<file path="config.mk">
export PLATFORM = sky130hd
export DESIGN_NAME = dpram_arbiter_flat
export DESIGN_NICKNAME = d
export VERILOG_FILES = /design/src/rtl/dpram_arb_pkg.sv /design/src/rtl/dpram_arbiter_if.sv /design/src/rtl/dpram_rr_pick.sv /design/src/rtl/dpram_arbiter.sv /design/src/flat_wrapper.sv
export SDC_FILE = /design/constraint.sdc
export NUM_CORES = 1
export LEC_CHECK = 0
export CAP_MARGIN = 20
export CORE_AREA = 2 2 39 41
export CTS_CLUSTER_DIAMETER = 200
export DETAILED_ROUTE_END_ITERATION = 8
export DIE_AREA = 0 0 41 43
export DONT_BUFFER_PORTS = 1
export PLACE_DENSITY = 0.37
export SETUP_SLACK_MARGIN = 0.05
export SLEW_MARGIN = 20
export SYNTH_ARGS = -nofsm -noshare
export SYNTH_HDL_FRONTEND = slang
export SYNTH_SLANG_ARGS = --single-unit
</file>
<file path="constraint.sdc">
create_clock -name clk -period 1.02 [get_ports clk]
set_input_delay 0.102 -clock clk [delete_from_list [all_inputs] [get_ports clk]]
set_output_delay 0.102 -clock clk [all_outputs]
set_load 0.05 [all_outputs]
</file>
<file path="src/rtl/dpram_arb_pkg.sv">
// -----------------------------------------------------------------------------
// dpram_arb_pkg
// Shared definitions for the dual-bank RAM arbiter:
//   - default AW / DW / MAX_BURST values
//   - arb_state_e : owner of the previous cycle's grant (IDLE if none)
//   - cnt_width() : width of a counter that can hold 0..max_val
// -----------------------------------------------------------------------------
package dpram_arb_pkg;

  localparam int DEF_AW        = 3;
  localparam int DEF_DW        = 3;
  localparam int DEF_MAX_BURST = 4;

  typedef enum logic [1:0] {
    IDLE  = 2'd0,
    OWN_A = 2'd1,
    OWN_B = 2'd2
  } arb_state_e;

  function automatic int cnt_width(input int max_val);
    return (max_val < 1) ? 1 : $clog2(max_val + 1);
  endfunction

endpackage

</file>
<file path="src/rtl/dpram_arbiter_if.sv">
// -----------------------------------------------------------------------------
// dpram_arbiter_if
// Bundles the requester A/B handshakes and the RAM-side bus.
//   Requester side : a/b_req, a/b_we, a/b_addr, a/b_wdata  -> arbiter
//                    a/b_gnt, a/b_rdata, a/b_rvalid        <- arbiter
//   RAM side       : ram_cs (1=bank A), ram_we, ram_addr_a/b, ram_data_a/b
//                                                          <- arbiter
//                    ram_data_aout/bout (registered read)  -> arbiter
// Modports:
//   slave  : the arbiter
//   master : the environment (requesters plus RAM banks)
// -----------------------------------------------------------------------------
interface dpram_arbiter_if #(
  parameter int AW = dpram_arb_pkg::DEF_AW,
  parameter int DW = dpram_arb_pkg::DEF_DW
);

  logic          a_req,  b_req;
  logic          a_we,   b_we;
  logic [AW-1:0] a_addr, b_addr;
  logic [DW-1:0] a_wdata, b_wdata;
  logic          a_gnt,  b_gnt;
  logic [DW-1:0] a_rdata, b_rdata;
  logic          a_rvalid, b_rvalid;

  logic          ram_cs;
  logic          ram_we;
  logic [AW-1:0] ram_addr_a, ram_addr_b;
  logic [DW-1:0] ram_data_a, ram_data_b;
  logic [DW-1:0] ram_data_aout, ram_data_bout;

  modport slave (
    input  a_req, b_req, a_we, b_we, a_addr, b_addr, a_wdata, b_wdata,
    input  ram_data_aout, ram_data_bout,
    output a_gnt, b_gnt, a_rdata, b_rdata, a_rvalid, b_rvalid,
    output ram_cs, ram_we, ram_addr_a, ram_addr_b, ram_data_a, ram_data_b
  );

  modport master (
    output a_req, b_req, a_we, b_we, a_addr, b_addr, a_wdata, b_wdata,
    output ram_data_aout, ram_data_bout,
    input  a_gnt, b_gnt, a_rdata, b_rdata, a_rvalid, b_rvalid,
    input  ram_cs, ram_we, ram_addr_a, ram_addr_b, ram_data_a, ram_data_b
  );

endinterface

</file>
<file path="src/rtl/dpram_rr_pick.sv">
// -----------------------------------------------------------------------------
// dpram_rr_pick
// Two-way round-robin winner select (purely combinational).
//   i_req_a / i_req_b : requests
//   i_last_b          : 1 = B was granted most recently
//   i_hold            : on a tie, keep the most recent owner instead of
//                       alternating (burst continuation)
//   o_gnt_a / o_gnt_b : one-hot (or zero) grant
// -----------------------------------------------------------------------------
module dpram_rr_pick (
  input  logic i_req_a,
  input  logic i_req_b,
  input  logic i_last_b,
  input  logic i_hold,
  output logic o_gnt_a,
  output logic o_gnt_b
);

  // On a tie B wins when it is "the other one" (last was A) or when the
  // most recent owner B is allowed to hold.
  logic w_tie_pick_b;
  assign w_tie_pick_b = i_hold ? i_last_b : ~i_last_b;

  assign o_gnt_a = i_req_a & (~i_req_b | ~w_tie_pick_b);
  assign o_gnt_b = i_req_b & (~i_req_a |  w_tie_pick_b);

endmodule

</file>
<file path="src/rtl/dpram_arbiter.sv">
// -----------------------------------------------------------------------------
// dpram_arbiter
// Arbitrates two requesters onto a two-bank RAM; requester A always uses
// bank A, requester B always uses bank B, and one bank is accessed per cycle.
// Grants are combinational in the request cycle; the RAM access happens on
// the closing clock edge. Read data returns one cycle later with x_rvalid.
//
// Ports:
//   clk   : clock, all state on posedge
//   rst_n : synchronous active-low reset
//   bus   : dpram_arbiter_if.slave (requester handshakes + RAM bus)
//
// Parameters: AW, DW (bank address/data width), MAX_BURST (tie hold limit).
//
// Build option: define DPRAM_ARB_BURST_EN to let the current owner keep the
// grant on ties for up to MAX_BURST consecutive grants. Without it ties
// alternate strictly and no burst counter exists.
// -----------------------------------------------------------------------------
module dpram_arbiter
  import dpram_arb_pkg::*;
#(
  parameter int AW        = DEF_AW,
  parameter int DW        = DEF_DW,
  parameter int MAX_BURST = DEF_MAX_BURST
) (
  input  logic            clk,
  input  logic            rst_n,
  dpram_arbiter_if.slave  bus
);

  if (MAX_BURST < 1) begin : g_bad_max_burst
    $error("dpram_arbiter: MAX_BURST must be at least 1");
  end

  arb_state_e r_state;
  logic       r_last_b;     // round-robin pointer: 1 = B granted most recently
  logic       r_ram_cs;     // bank select held through idle cycles
  logic       r_a_rvalid;
  logic       r_b_rvalid;

  logic       w_gnt_a;
  logic       w_gnt_b;
  logic       w_hold;
  logic       w_burst_ok;

`ifdef DPRAM_ARB_BURST_EN
  localparam int            CW = cnt_width(MAX_BURST);
  localparam logic [CW-1:0] MB = CW'(MAX_BURST);

  logic [CW-1:0] r_burst_cnt;   // consecutive grants to the current owner
  logic [CW-1:0] w_cnt_inc;

  // Saturate so a long solo run cannot wrap and re-open the hold window.
  assign w_cnt_inc  = (r_burst_cnt < MB) ? r_burst_cnt + CW'(1) : r_burst_cnt;
  assign w_burst_ok = (r_burst_cnt < MB);
`else
  assign w_burst_ok = 1'b0;
`endif

  // Only a live owner (granted last cycle) may hold on a tie.
  assign w_hold = (r_state != IDLE) & w_burst_ok;

  dpram_rr_pick u_pick (
    .i_req_a  (bus.a_req),
    .i_req_b  (bus.b_req),
    .i_last_b (r_last_b),
    .i_hold   (w_hold),
    .o_gnt_a  (w_gnt_a),
    .o_gnt_b  (w_gnt_b)
  );

  assign bus.a_gnt = w_gnt_a;
  assign bus.b_gnt = w_gnt_b;

  // RAM drive: winner's bank gets address/data, the other bank is zeroed.
  assign bus.ram_cs     = w_gnt_a ? 1'b1 : (w_gnt_b ? 1'b0 : r_ram_cs);
  assign bus.ram_we     = (w_gnt_a & bus.a_we) | (w_gnt_b & bus.b_we);
  assign bus.ram_addr_a = w_gnt_a ? bus.a_addr  : {AW{1'b0}};
  assign bus.ram_addr_b = w_gnt_b ? bus.b_addr  : {AW{1'b0}};
  assign bus.ram_data_a = w_gnt_a ? bus.a_wdata : {DW{1'b0}};
  assign bus.ram_data_b = w_gnt_b ? bus.b_wdata : {DW{1'b0}};

  // The RAM output register already holds the read result in the cycle
  // after the access, so only the strobe needs to be registered here.
  assign bus.a_rvalid = r_a_rvalid;
  assign bus.b_rvalid = r_b_rvalid;
  assign bus.a_rdata  = r_a_rvalid ? bus.ram_data_aout : {DW{1'b0}};
  assign bus.b_rdata  = r_b_rvalid ? bus.ram_data_bout : {DW{1'b0}};

  always_ff @(posedge clk) begin
    if (!rst_n) begin
      r_state    <= IDLE;
      r_last_b   <= 1'b1;
      r_ram_cs   <= 1'b1;
      r_a_rvalid <= 1'b0;
      r_b_rvalid <= 1'b0;
`ifdef DPRAM_ARB_BURST_EN
      r_burst_cnt <= '0;
`endif
    end else begin
      r_a_rvalid <= w_gnt_a & ~bus.a_we;
      r_b_rvalid <= w_gnt_b & ~bus.b_we;
      if (w_gnt_a) begin
        r_state  <= OWN_A;
        r_last_b <= 1'b0;
        r_ram_cs <= 1'b1;
`ifdef DPRAM_ARB_BURST_EN
        r_burst_cnt <= (r_state == OWN_A) ? w_cnt_inc : CW'(1);
`endif
      end else if (w_gnt_b) begin
        r_state  <= OWN_B;
        r_last_b <= 1'b1;
        r_ram_cs <= 1'b0;
`ifdef DPRAM_ARB_BURST_EN
        r_burst_cnt <= (r_state == OWN_B) ? w_cnt_inc : CW'(1);
`endif
      end else begin
        r_state <= IDLE;
`ifdef DPRAM_ARB_BURST_EN
        r_burst_cnt <= '0;
`endif
      end
    end
  end

endmodule

</file>
<file path="src/flat_wrapper.sv">
// flat-port wrapper written by rule: the top's interface ports become plain ports
module dpram_arbiter_flat import dpram_arb_pkg::*;
#(
  parameter int AW        = DEF_AW,
  parameter int DW        = DEF_DW,
  parameter int MAX_BURST = DEF_MAX_BURST
)
  (clk, rst_n, bus_a_req, bus_b_req, bus_a_we, bus_b_we, bus_a_addr, bus_b_addr, bus_a_wdata, bus_b_wdata, bus_ram_data_aout, bus_ram_data_bout, bus_a_gnt, bus_b_gnt, bus_a_rdata, bus_b_rdata, bus_a_rvalid, bus_b_rvalid, bus_ram_cs, bus_ram_we, bus_ram_addr_a, bus_ram_addr_b, bus_ram_data_a, bus_ram_data_b);
  dpram_arbiter_if #(.AW(AW), .DW(DW)) bus_i ();
  input  logic clk;
  input  logic rst_n;
  input wire logic [$bits(bus_i.a_req)-1:0] bus_a_req;
  input wire logic [$bits(bus_i.b_req)-1:0] bus_b_req;
  input wire logic [$bits(bus_i.a_we)-1:0] bus_a_we;
  input wire logic [$bits(bus_i.b_we)-1:0] bus_b_we;
  input wire logic [$bits(bus_i.a_addr)-1:0] bus_a_addr;
  input wire logic [$bits(bus_i.b_addr)-1:0] bus_b_addr;
  input wire logic [$bits(bus_i.a_wdata)-1:0] bus_a_wdata;
  input wire logic [$bits(bus_i.b_wdata)-1:0] bus_b_wdata;
  input wire logic [$bits(bus_i.ram_data_aout)-1:0] bus_ram_data_aout;
  input wire logic [$bits(bus_i.ram_data_bout)-1:0] bus_ram_data_bout;
  output wire logic [$bits(bus_i.a_gnt)-1:0] bus_a_gnt;
  output wire logic [$bits(bus_i.b_gnt)-1:0] bus_b_gnt;
  output wire logic [$bits(bus_i.a_rdata)-1:0] bus_a_rdata;
  output wire logic [$bits(bus_i.b_rdata)-1:0] bus_b_rdata;
  output wire logic [$bits(bus_i.a_rvalid)-1:0] bus_a_rvalid;
  output wire logic [$bits(bus_i.b_rvalid)-1:0] bus_b_rvalid;
  output wire logic [$bits(bus_i.ram_cs)-1:0] bus_ram_cs;
  output wire logic [$bits(bus_i.ram_we)-1:0] bus_ram_we;
  output wire logic [$bits(bus_i.ram_addr_a)-1:0] bus_ram_addr_a;
  output wire logic [$bits(bus_i.ram_addr_b)-1:0] bus_ram_addr_b;
  output wire logic [$bits(bus_i.ram_data_a)-1:0] bus_ram_data_a;
  output wire logic [$bits(bus_i.ram_data_b)-1:0] bus_ram_data_b;
  assign bus_i.a_req = bus_a_req;
  assign bus_i.b_req = bus_b_req;
  assign bus_i.a_we = bus_a_we;
  assign bus_i.b_we = bus_b_we;
  assign bus_i.a_addr = bus_a_addr;
  assign bus_i.b_addr = bus_b_addr;
  assign bus_i.a_wdata = bus_a_wdata;
  assign bus_i.b_wdata = bus_b_wdata;
  assign bus_i.ram_data_aout = bus_ram_data_aout;
  assign bus_i.ram_data_bout = bus_ram_data_bout;
  assign bus_a_gnt = bus_i.a_gnt;
  assign bus_b_gnt = bus_i.b_gnt;
  assign bus_a_rdata = bus_i.a_rdata;
  assign bus_b_rdata = bus_i.b_rdata;
  assign bus_a_rvalid = bus_i.a_rvalid;
  assign bus_b_rvalid = bus_i.b_rvalid;
  assign bus_ram_cs = bus_i.ram_cs;
  assign bus_ram_we = bus_i.ram_we;
  assign bus_ram_addr_a = bus_i.ram_addr_a;
  assign bus_ram_addr_b = bus_i.ram_addr_b;
  assign bus_ram_data_a = bus_i.ram_data_a;
  assign bus_ram_data_b = bus_i.ram_data_b;
  dpram_arbiter #(.AW(AW), .DW(DW), .MAX_BURST(MAX_BURST)) u_core (.clk(clk), .rst_n(rst_n), .bus(bus_i));
endmodule
</file>
==> out/qor.csv, run 1 <==
stage;metric;value;unit
synth;synth_seq_cells;4;
setup_path;crit_fanout;5;
synth;synth_fp_nets;61;
synth;synth_edf_count;0;
detailed_routing;initialDrtViolationCount;0;
setup_path;critPathMaxStageDelay;360;ps
layout;diodes;0;
grt;grt_use_total;12.8;%
sta;relSlewSlack;78.3;%
layout;syn_to_final_growth;86.3;%
sta;postLayoutSetupSlackWorst;-224;ps
synth;synth_warnings;0;
setup_path;crit_chain;nand2b_4 > a32o_2 > buf_12;
setup_path;cp-end-kind;primary output;
setup_path;slowest_stage;dfxtp_4;
clock_tree;cts_inserted_buffers;3;
detailed_routing;detail_route.wl_per_cell;14.3;um
die;die_h;43;um
clock_tree;clk_pin_slew;40;ps
sta;max_freq;804;MHz
detailed_routing;vias;341;
die;chipWidth;41;um
layout;final_cells;66;
outcome;failed_checks;setup timing;
clock_tree;htreeDepth;1;
grt;antenna_found_initial;0;
setup_path;worstPathRequired;920;ps
detailed_routing;drc;0;
die;initial_utilization;21.8;%
layout;fillers;150;
synth;async_flop_share;0;%
detailed_routing;via_per_inst;5.17;
sta;rsz0062_at_grt;yes;
layout;nets;76;
layout;drive_gt1_share;80.0;%
synth;synth_top_family_by_area;simple AND/OR/NAND/NOR gates;
synth;avgSynthCellArea;8.15;um2
hold_path;hold_class;in -> reg;
clock_tree;clk_latency;230;ps
grt;grt_pass1_vias;351;
sta;tns;-2820;ps
sta;finalMaxSlewViolations;0;
die;core;1380;um2
power;p_leak;0.249;nW
detailed_routing;ant_nets;0;
clock_tree;cts_buffer_depth;2;
sta;hold_violations;0;
sta;min_period_over_period;122;%
synth;synthAdderAreaFrac;0;%
synth;synthesis.area;302;um2
synth;synth_mux_area_share;0;%
synth;yosysUniqueCellTypes;15;
sta;holdWs;34.8;ps
sta;finalSetupViolations;16;
outcome;status;finished, violations left;
setup_path;startpoint_type;register;
clock_tree;cts.sinks;4;
synth;seq_area_frac_synth;26.6;%
synth;synth-compound-area-share;11.2;%
place;finalWeightedCongestion;0.744;
sta;fin_skew;3.24;ps
synth;synth_ff_type;dfxtp_1;
detailed_routing;wirelength;941;um
sta;layout_min_cycle_time;1240;ps
detailed_routing;firstDrtPassIters;1;
synth;synth_xor_area_share;0;%
clock_tree;cts_tree;yes;
place;place_ws;-18.7;ps
grt;grt_max_degree;13;
place;placed_cells;59;
layout;stdcell_area;562;um2
clock_tree;cts-root-buf;clkbuf_4;
setup_path;arrival;1140;ps
place;place_area;472;um2
sta;worst-slew-pin-transition;325;ps
die;die-area;1760;um2
job;drv_cap;0;
die;io_pins;48;
power;cellPowerDensity;1270;nW/um2
grt;grt-ovfl-total;0;
grt;grt_pass1_wl;1460;um
setup_path;crit_type;reg -> out;
power;irDropWorstVdd;0.000515;V
die;rows;14;
synth;synthCells;37;
synth;synth_simple_gate_area_share;58.5;%
place;port_buffers;0;
## registers in the layout, indices dropped and copies added (netlist names)
| signal | cells |
|---|---|
| u_core.bus.a_rvalid | 1 |
| u_core.bus.b_rvalid | 1 |
| u_core.r_last_b | 1 |
| u_core.r_ram_cs | 1 |
## cells in the mapped netlist, drive strengths merged (2+ instances only)
cell type,n,area (um2)
and2,12,75.1
and3,6,37.5
dfxtp,4,80.1
nand2b,3,18.8
nor2b,2,12.5
## final cells by class
type | instances | area (um2) | area share (%)
Tap cell | 16 | 20.0 | 3.56
Sequential cell | 4 | 86.3 | 15.4
Timing Repair Buffer | 10 | 113 | 20.0
Multi-Input combinational cell | 32 | 317 | 56.3
Inverter | 1 | 3.75 | 0.668
Clock buffer | 3 | 22.5 | 4.01
## path summary, 6_finish.rpt
kind / from / to / slack (ps) / cells past startpoint
worst max-delay path: u_core.r_last_b$_SDFFE_PN1P_ / bus_ram_we / -220 / 3
worst min-delay path: rst_n / u_core.bus.b_rvalid$_SDFF_PN0_ / 30 / 1
worst max register to register: u_core.r_last_b$_SDFFE_PN1P_ / u_core.r_last_b$_SDFFE_PN1P_ / 130 / 4
worst min register to register: u_core.r_last_b$_SDFFE_PN1P_ / u_core.r_last_b$_SDFFE_PN1P_ / 530 / 2
## cell families (layout without fill, tap and decap cells)
logic type             Yosys count  after routing
AOI/OAI and AO/OA                4              5
buffers and inverters            2             14
DFF                              4              4
and+or+nand+nor                 27             27
## worst max-delay path: cells and delay by family, from the launching register on
family	cells	cell delay, ps
AND/OR/NAND/NOR	1	150
buffers and inverters	1	150
AO/OA/AOI/OAI	1	260
flip-flops	1	360
## routing by layer
metal / track usage (%) / part of all wire (%)
met4: 12.0 / 1.5
met5: 0 / 0
met3: 3.66 / 13
met2: 20.3 / 55
met1: 11.9 / 30
## report_power, final
part	internal [mW]	switching, mW
clock	0.131	0.0596
combinational	0.125	0.223
sequential	0.167	0.00955
total	0.424	0.292
## cells in the final DEF (no fill, tap or decap), drive strengths merged, types with 2 or more instances in the layout
cell and count:
buf 8, and3 6, nor2b 2, dfxtp 4
a21boi 2, and2 12, dlygate4sd3 2, nand2b 3
clkbuf 3
## metrics by stage
stage          total power, mW  util [%]
2_1_floorplan            0.447         -
3_3_place_gp             0.497      34.1
3_5_place_dp             0.498      34.1
4_1_cts                  0.724      39.8
5_1_grt                  0.765      40.6
6_report                 0.716      40.6
## repair_timing
action                                 in CTS  in global routing
pin swaps                                   9                  7
setup endpoints to repair                  19                 19
resized for setup                          12                  3
endpoints found under the hold margin       3                  0
cloned                                      1                  0
hold buffers                                2                  0
buffers inserted                            0                  1
Note: power is estimated with default switching activity, not from simulation.
==> run 2: changes to the inputs <==
--- a/config.mk
+++ b/config.mk
@@ -11,7 +11,7 @@
 export DETAILED_ROUTE_END_ITERATION = 8
 export DIE_AREA = 0 0 41 43
 export DONT_BUFFER_PORTS = 1
-export PLACE_DENSITY = 0.37
+export PLACE_DENSITY = 0.41
 export SETUP_SLACK_MARGIN = 0.05
 export SLEW_MARGIN = 20
 export SYNTH_ARGS = -nofsm -noshare
==> constraint.sdc (replaced) <==
create_clock -name clk -period 1.62 [get_ports clk]
set_input_delay 0.162 -clock clk [delete_from_list [all_inputs] [get_ports clk]]
set_output_delay 0.162 -clock clk [all_outputs]
set_load 0.05 [all_outputs]
==> out/qor.csv, run 2 (synthesis gave the netlist of run 1 again) <==
stage;metric;value;unit;change
outcome;status;finished clean;;
power;internal_power;0.250;mW;-41%
sta;finalSetupViolations;0;;-16
setup_path;path_delay_family;flip-flops;;
setup_path;crit_chain;nand2b_1 > a32o_1 > buf_4;;
clock_tree;clk_latency;240;ps;about the same
detailed_routing;via_per_inst;4.80;;-7.1%
setup_path;crit_type;reg -> out;;
sta;fin_skew;0.607;ps;-2.63 ps
setup_path;slowest_stage;dfxtp_1;;
setup_path;critPathMaxStageDelay;340;ps;-20 ps
grt;grt_use_total;13.7;%;+0.90 points
die;die_h;43;um;unchanged
setup_path;crit_buf_inv;1;;unchanged
power;cellPowerDensity;818;nW/um2;-36%
sta;hold_violations;0;;unchanged
detailed_routing;initialDrtViolationCount;7;;+7
layout;diodes;0;;unchanged
power;power.total;0.437;mW;-39%
place;place_hpwl;924;um;
power;sw_frac_of_total;42.8;%;+2.1 points
clock_tree;hold_buffers;1;;-1
detailed_routing;detail_route.wl_per_cell;13.6;um;-4.4%
grt;antenna_found_initial;0;;unchanged
clock_tree;cts_tree;yes;;
setup_path;reg2reg_from;u_core.r_last_b$_SDFFE_PN1P_;;
clock_tree;cts_resized;0;;-12
clock_tree;cts_setup_buffers;0;;unchanged
layout;drive_gt1_share;46.9;%;-33 points
die;core;1380;um2;unchanged
power;power_frac_seq;25.0;%;+0.3 points
hold_path;hold_class;in -> reg;;
clock_tree;cts-root-buf;clkbuf_4;;
detailed_routing;wirelength;1090;um;+16%
power;power.switching;0.187;mW;-36%
setup_path;arrival;1320;ps;+180 ps
detailed_routing;vias;384;;+13%
clock_tree;cts_buffer_depth;2;;unchanged
place;port_buffers;0;;unchanged
die;die-area;1760;um2;unchanged
grt;grt_max_degree;12;;-1
power;p_leak;0.285;nW;+15%
layout;final-seq-area;80.1;um2;-7.2%
layout;mostFrequentLayoutCells;buf_4, and2_1, and3_1;;
sta;layout_min_cycle_time;1480;ps;
sta;finalMaxSlewViolations;0;;unchanged
grt;grt_pass1_vias;392;;+12%
detailed_routing;ant_nets;0;;unchanged
setup_path;cp-end-kind;primary output;;
clock_tree;cts.sinks;4;;unchanged
clock_tree;htreeDepth;1;;unchanged
setup_path;worstPathRequired;1460;ps;+540 ps
sta;tns;0;ps;+2820 ps
sta;min_period_over_period;91.6;%;
die;initial_utilization;21.8;%;unchanged
grt;grt-ovfl-total;0;;unchanged
clock_tree;cts_inserted_buffers;3;;unchanged
grt;grt_pass1_wl;1620;um;+11%
sta;rsz0062_at_grt;no;;
sta;worst-slew-pin-transition;324;ps;-0.814 ps
detailed_routing;drc;0;;unchanged
layout;nets;90;;+18%
job;drv_cap;0;;unchanged
power;clkPwrFrac;29.6;%;+2.9 points
hold_path;hp-start;rst_n;;
detailed_routing;firstDrtPassIters;4;;+3
layout;syn_to_final_growth;77.2;%;
power;combPwrFrac;45.4;%;-3.2 points
setup_path;crit_fanout;8;;+3
sta;max_freq;674;MHz;
die;chipWidth;41;um;unchanged
layout;multi_input_area;218;um2;-31%
power;irDropWorstVdd;0.000391;V;-24%
place;finalWeightedCongestion;0.748;;+0.61%
setup_path;startpoint_type;register;;
die;io_pins;48;;unchanged
layout;fillers;157;;+4.7%
setup_path;cp-startpoint;u_core.r_last_b$_SDFFE_PN1P_;;
sta;relSlewSlack;78.4;%;about the same
clock_tree;clk_pin_slew;40;ps;about the same
die;rows;14;;unchanged
layout;layout_commonest_cell;buf_4;;
==> run 2: metal layers <==
metal,up-vias,wire length [um],GRT usage (%),share of wire (%)
met5,-,0,0,0
met4,0,28,8.00,2.6
met3,4,140,3.66,13
met2,33,620,25.3,57
met1,166,301,11.6,28
li1,181,-,-,-
==> run 2: worst register-to-register path: stages, from the launching register on <==
cell and delay [ps]:
dfxtp_1 340, nor2b_1 300, a22oi_1 150
==> run 2: path summary, 6_finish.rpt <==
kind | to | slack (ps) | depth (start not counted)
setup / recovery | bus_ram_we | 140 | 3
hold reg to reg | u_core.r_ram_cs$_SDFF_PN1_ | 500 | 2
hold / removal | u_core.r_last_b$_SDFFE_PN1P_ | 6 | 1
setup reg to reg | u_core.r_ram_cs$_SDFF_PN1_ | 690 | 2
==> run 2: area by class of cell <==
type,count,share of cell area (%)
Clock buffer,3,4.22
Sequential cell,4,15.0
Timing Repair Buffer,25,35.6
Multi-Input combinational cell,31,40.7
Inverter,1,0.703
Tap cell,16,3.75
==> run 2: power groups by stage <==
stage                     logic, mW  registers (mW)  clock network, mW
after floorplan               0.142           0.117                  0
after global placement        0.194           0.111                  0
after detailed placement      0.197           0.111                  0
after CTS                     0.200           0.109              0.133
after global routing          0.207           0.110              0.137
final                         0.199           0.109              0.129
==> run 2: per-stage QoR <==
step           area [um2]  util, %  hold slack [ps]  setup slack [ps]  std cells
5_1_grt               534     38.6             8.41              63.4         80
3_5_place_dp          502     36.3              242               384         76
3_3_place_gp          502     36.3              237               427         76
4_1_cts               534     38.6             3.56               133         80
2_1_floorplan         309        -              234               198         37
6_report              534     38.6             5.81               136         80
==> run 3: changes to the inputs <==
--- a/config.mk
+++ b/config.mk
@@ -6,10 +6,10 @@
 export NUM_CORES = 1
 export LEC_CHECK = 0
 export CAP_MARGIN = 20
-export CORE_AREA = 2 2 39 41
+export CORE_AREA = 5 5 42 44
 export CTS_CLUSTER_DIAMETER = 200
 export DETAILED_ROUTE_END_ITERATION = 8
-export DIE_AREA = 0 0 41 43
+export DIE_AREA = 0 0 47 49
 export DONT_BUFFER_PORTS = 1
 export PLACE_DENSITY = 0.41
 export SETUP_SLACK_MARGIN = 0.05
==> out/qor.csv, run 3 (synthesis gave the netlist of run 1 again) <==
stage;metric;value;unit;change
setup_path;ff2ff_setup_slack;760;ps;+70 ps
setup_path;crit_type;reg -> out;;
detailed_routing;detail_route.wl_per_cell;14.6;um;+7.4%
setup_path;cp-end-kind;primary output;;
layout;layout_commonest_cell;buf_4;;
die;initial_utilization;21.5;%;-0.27 points
layout;fillers;161;;+2.5%
sta;rsz0062_at_grt;no;;
grt;grt_max_degree;12;;unchanged
layout;final-seq-area;80.1;um2;unchanged
detailed_routing;firstDrtPassIters;2;;-2
setup_path;cp-startpoint;u_core.r_last_b$_SDFFE_PN1P_;;
sta;tns;0;ps;unchanged
clock_tree;cts_inserted_buffers;3;;unchanged
clock_tree;cts_setup_buffers;0;;unchanged
die;die_h;49;um;+14%
die;io_pins;48;;unchanged
grt;grt_pass1_wl;1660;um;+2.5%
outcome;status;finished clean;;
place;place_hpwl;1000;um;+8.2%
setup_path;arrival;1300;ps;-20 ps
setup_path;crit_chain;nand2b_2 > a32o_1 > buf_4;;
clock_tree;cts.sinks;4;;unchanged
power;p_leak;0.286;nW;+0.17%
setup_path;endpoint;bus_ram_we;;
place;port_buffers;0;;unchanged
setup_path;crit_fanout;8;;unchanged
die;die-area;2300;um2;+31%
layout;nets;90;;unchanged
grt;grt_pass1_vias;349;;-11%
detailed_routing;via_per_inst;4.68;;-2.6%
sta;finalMaxSlewViolations;0;;unchanged
layout;stdcell_area;537;um2;+0.47%
clock_tree;cts_tree;yes;;
sta;max_freq;686;MHz;+1.7%
place;place_ws;367;ps;-16.8 ps
setup_path;reg2reg_depth;2;;unchanged
place;finalWeightedCongestion;0.755;;+0.88%
detailed_routing;vias;374;;-2.6%
grt;grt_use_total;10.8;%;-2.8 points
sta;finalSetupViolations;0;;unchanged
power;irDropWorstVdd;0.000308;V;-21%
setup_path;reg2reg_from;u_core.r_last_b$_SDFFE_PN1P_;;
job;drv_cap;0;;unchanged
die;rows;14;;unchanged
power;power.total;0.439;mW;+0.33%
power;cellPowerDensity;817;nW/um2;-0.14%
sta;fin_skew;2.54;ps;+1.93 ps
setup_path;startpoint_type;register;;
layout;multi_input_area;220;um2;+1.1%
clock_tree;clk_pin_slew;40;ps;about the same
die;core;1400;um2;+1.3%
layout;finish.utilization;38.3;%;-0.30 points
sta;postLayoutSetupSlackWorst;161;ps;+24.9 ps
clock_tree;cts_buffer_depth;2;;unchanged
setup_path;worstPathRequired;1460;ps;about the same
setup_path;slowest_stage;dfxtp_1;;
die;chipWidth;47;um;+15%
layout;syn_to_final_growth;78.0;%;
sta;layout_min_cycle_time;1460;ps;-24.9 ps
grt;antenna_found_initial;0;;unchanged
hold_path;hold_class;in -> reg;;
sta;min_period_over_period;90.0;%;-1.5 points
detailed_routing;wirelength;1170;um;+7.4%
clock_tree;cts-root-buf;clkbuf_4;;
layout;final_cells;80;;unchanged
layout;drive_gt1_share;48.4;%;+1.6 points
sta;holdWs;15.2;ps;+9.41 ps
grt;grt-ovfl-total;0;;unchanged
place;place_area;502;um2;unchanged
clock_tree;htreeDepth;1;;unchanged
setup_path;critPathMaxStageDelay;340;ps;about the same
detailed_routing;ant_nets;0;;unchanged
clock_tree;clk_latency;240;ps;about the same
place;placed_cells;76;;unchanged
detailed_routing;initialDrtViolationCount;1;;-6
detailed_routing;drc;0;;unchanged
sta;hold_violations;0;;unchanged
sta;worst-slew-pin-transition;279;ps;-44.3 ps
setup_path;reg2reg_to;u_core.r_ram_cs$_SDFF_PN1_;;
sta;relSlewSlack;81.3;%;+3.0 points
layout;mostFrequentLayoutCells;buf_4, and2_1, and3_1;;
layout;diodes;0;;unchanged
-- run 3: cell count changes in the layout (fill, tap and decap cells not counted) --
cell	change
nand2b_1	-1
nand2b_2	+1
-- run 3: metal layers --
metal | part of all wire [%] | global-route usage, %
met1 | 29 | 8.77
met2 | 52 | 17.4
met5 | 0 | 0
met3 | 16 | 5.90
met4 | 1.9 | 9.68
-- run 3: worst max-delay path: cells and delay by family (launching register included) --
kind            cells  cell delay, ps
flops               1             340
compound gates      1             280
simple gates        1             250
buf+inv             1             190
-- run 3: cell type report --
type	count	share of cell area [%]
clock buffers	3	4.20
inverters	1	0.699
multi-input cells	31	41.0
flip-flops and latches	4	14.9
well taps	16	3.73
repair buffers	25	35.4
-- run 3: how the worst min path moves through the flow --
stage	from	to	slack [ps]	depth (start not counted)
finish	rst_n	u_core.r_last_b$_SDFFE_PN1P_	20	1
global route	rst_n	u_core.r_last_b$_SDFFE_PN1P_	6	1
CTS	rst_n	u_core.r_last_b$_SDFFE_PN1P_	10	1
detailed placement	bus_a_we	u_core.bus.a_rvalid$_SDFF_PN0_	240	1
global placement	bus_a_we	u_core.bus.a_rvalid$_SDFF_PN0_	240	1
floorplan	rst_n	u_core.r_last_b$_SDFFE_PN1P_	230	1
-- run 3: repair_timing --
action                     CTS  global route
hold buffers                 1             0
gates resized for setup      0             1
hold endpoints to repair     1             0
setup endpoints to repair    0             6
-- run 3: power by group --
| part | switching [mW] | total [mW] | internal [mW] |
|---|---|---|---|
| logic | 0.136 | 0.199 | 0.0623 |
| clock network | 0.0470 | 0.130 | 0.0833 |
| registers | 0.00472 | 0.110 | 0.105 |
| total | 0.188 | 0.439 | 0.250 |
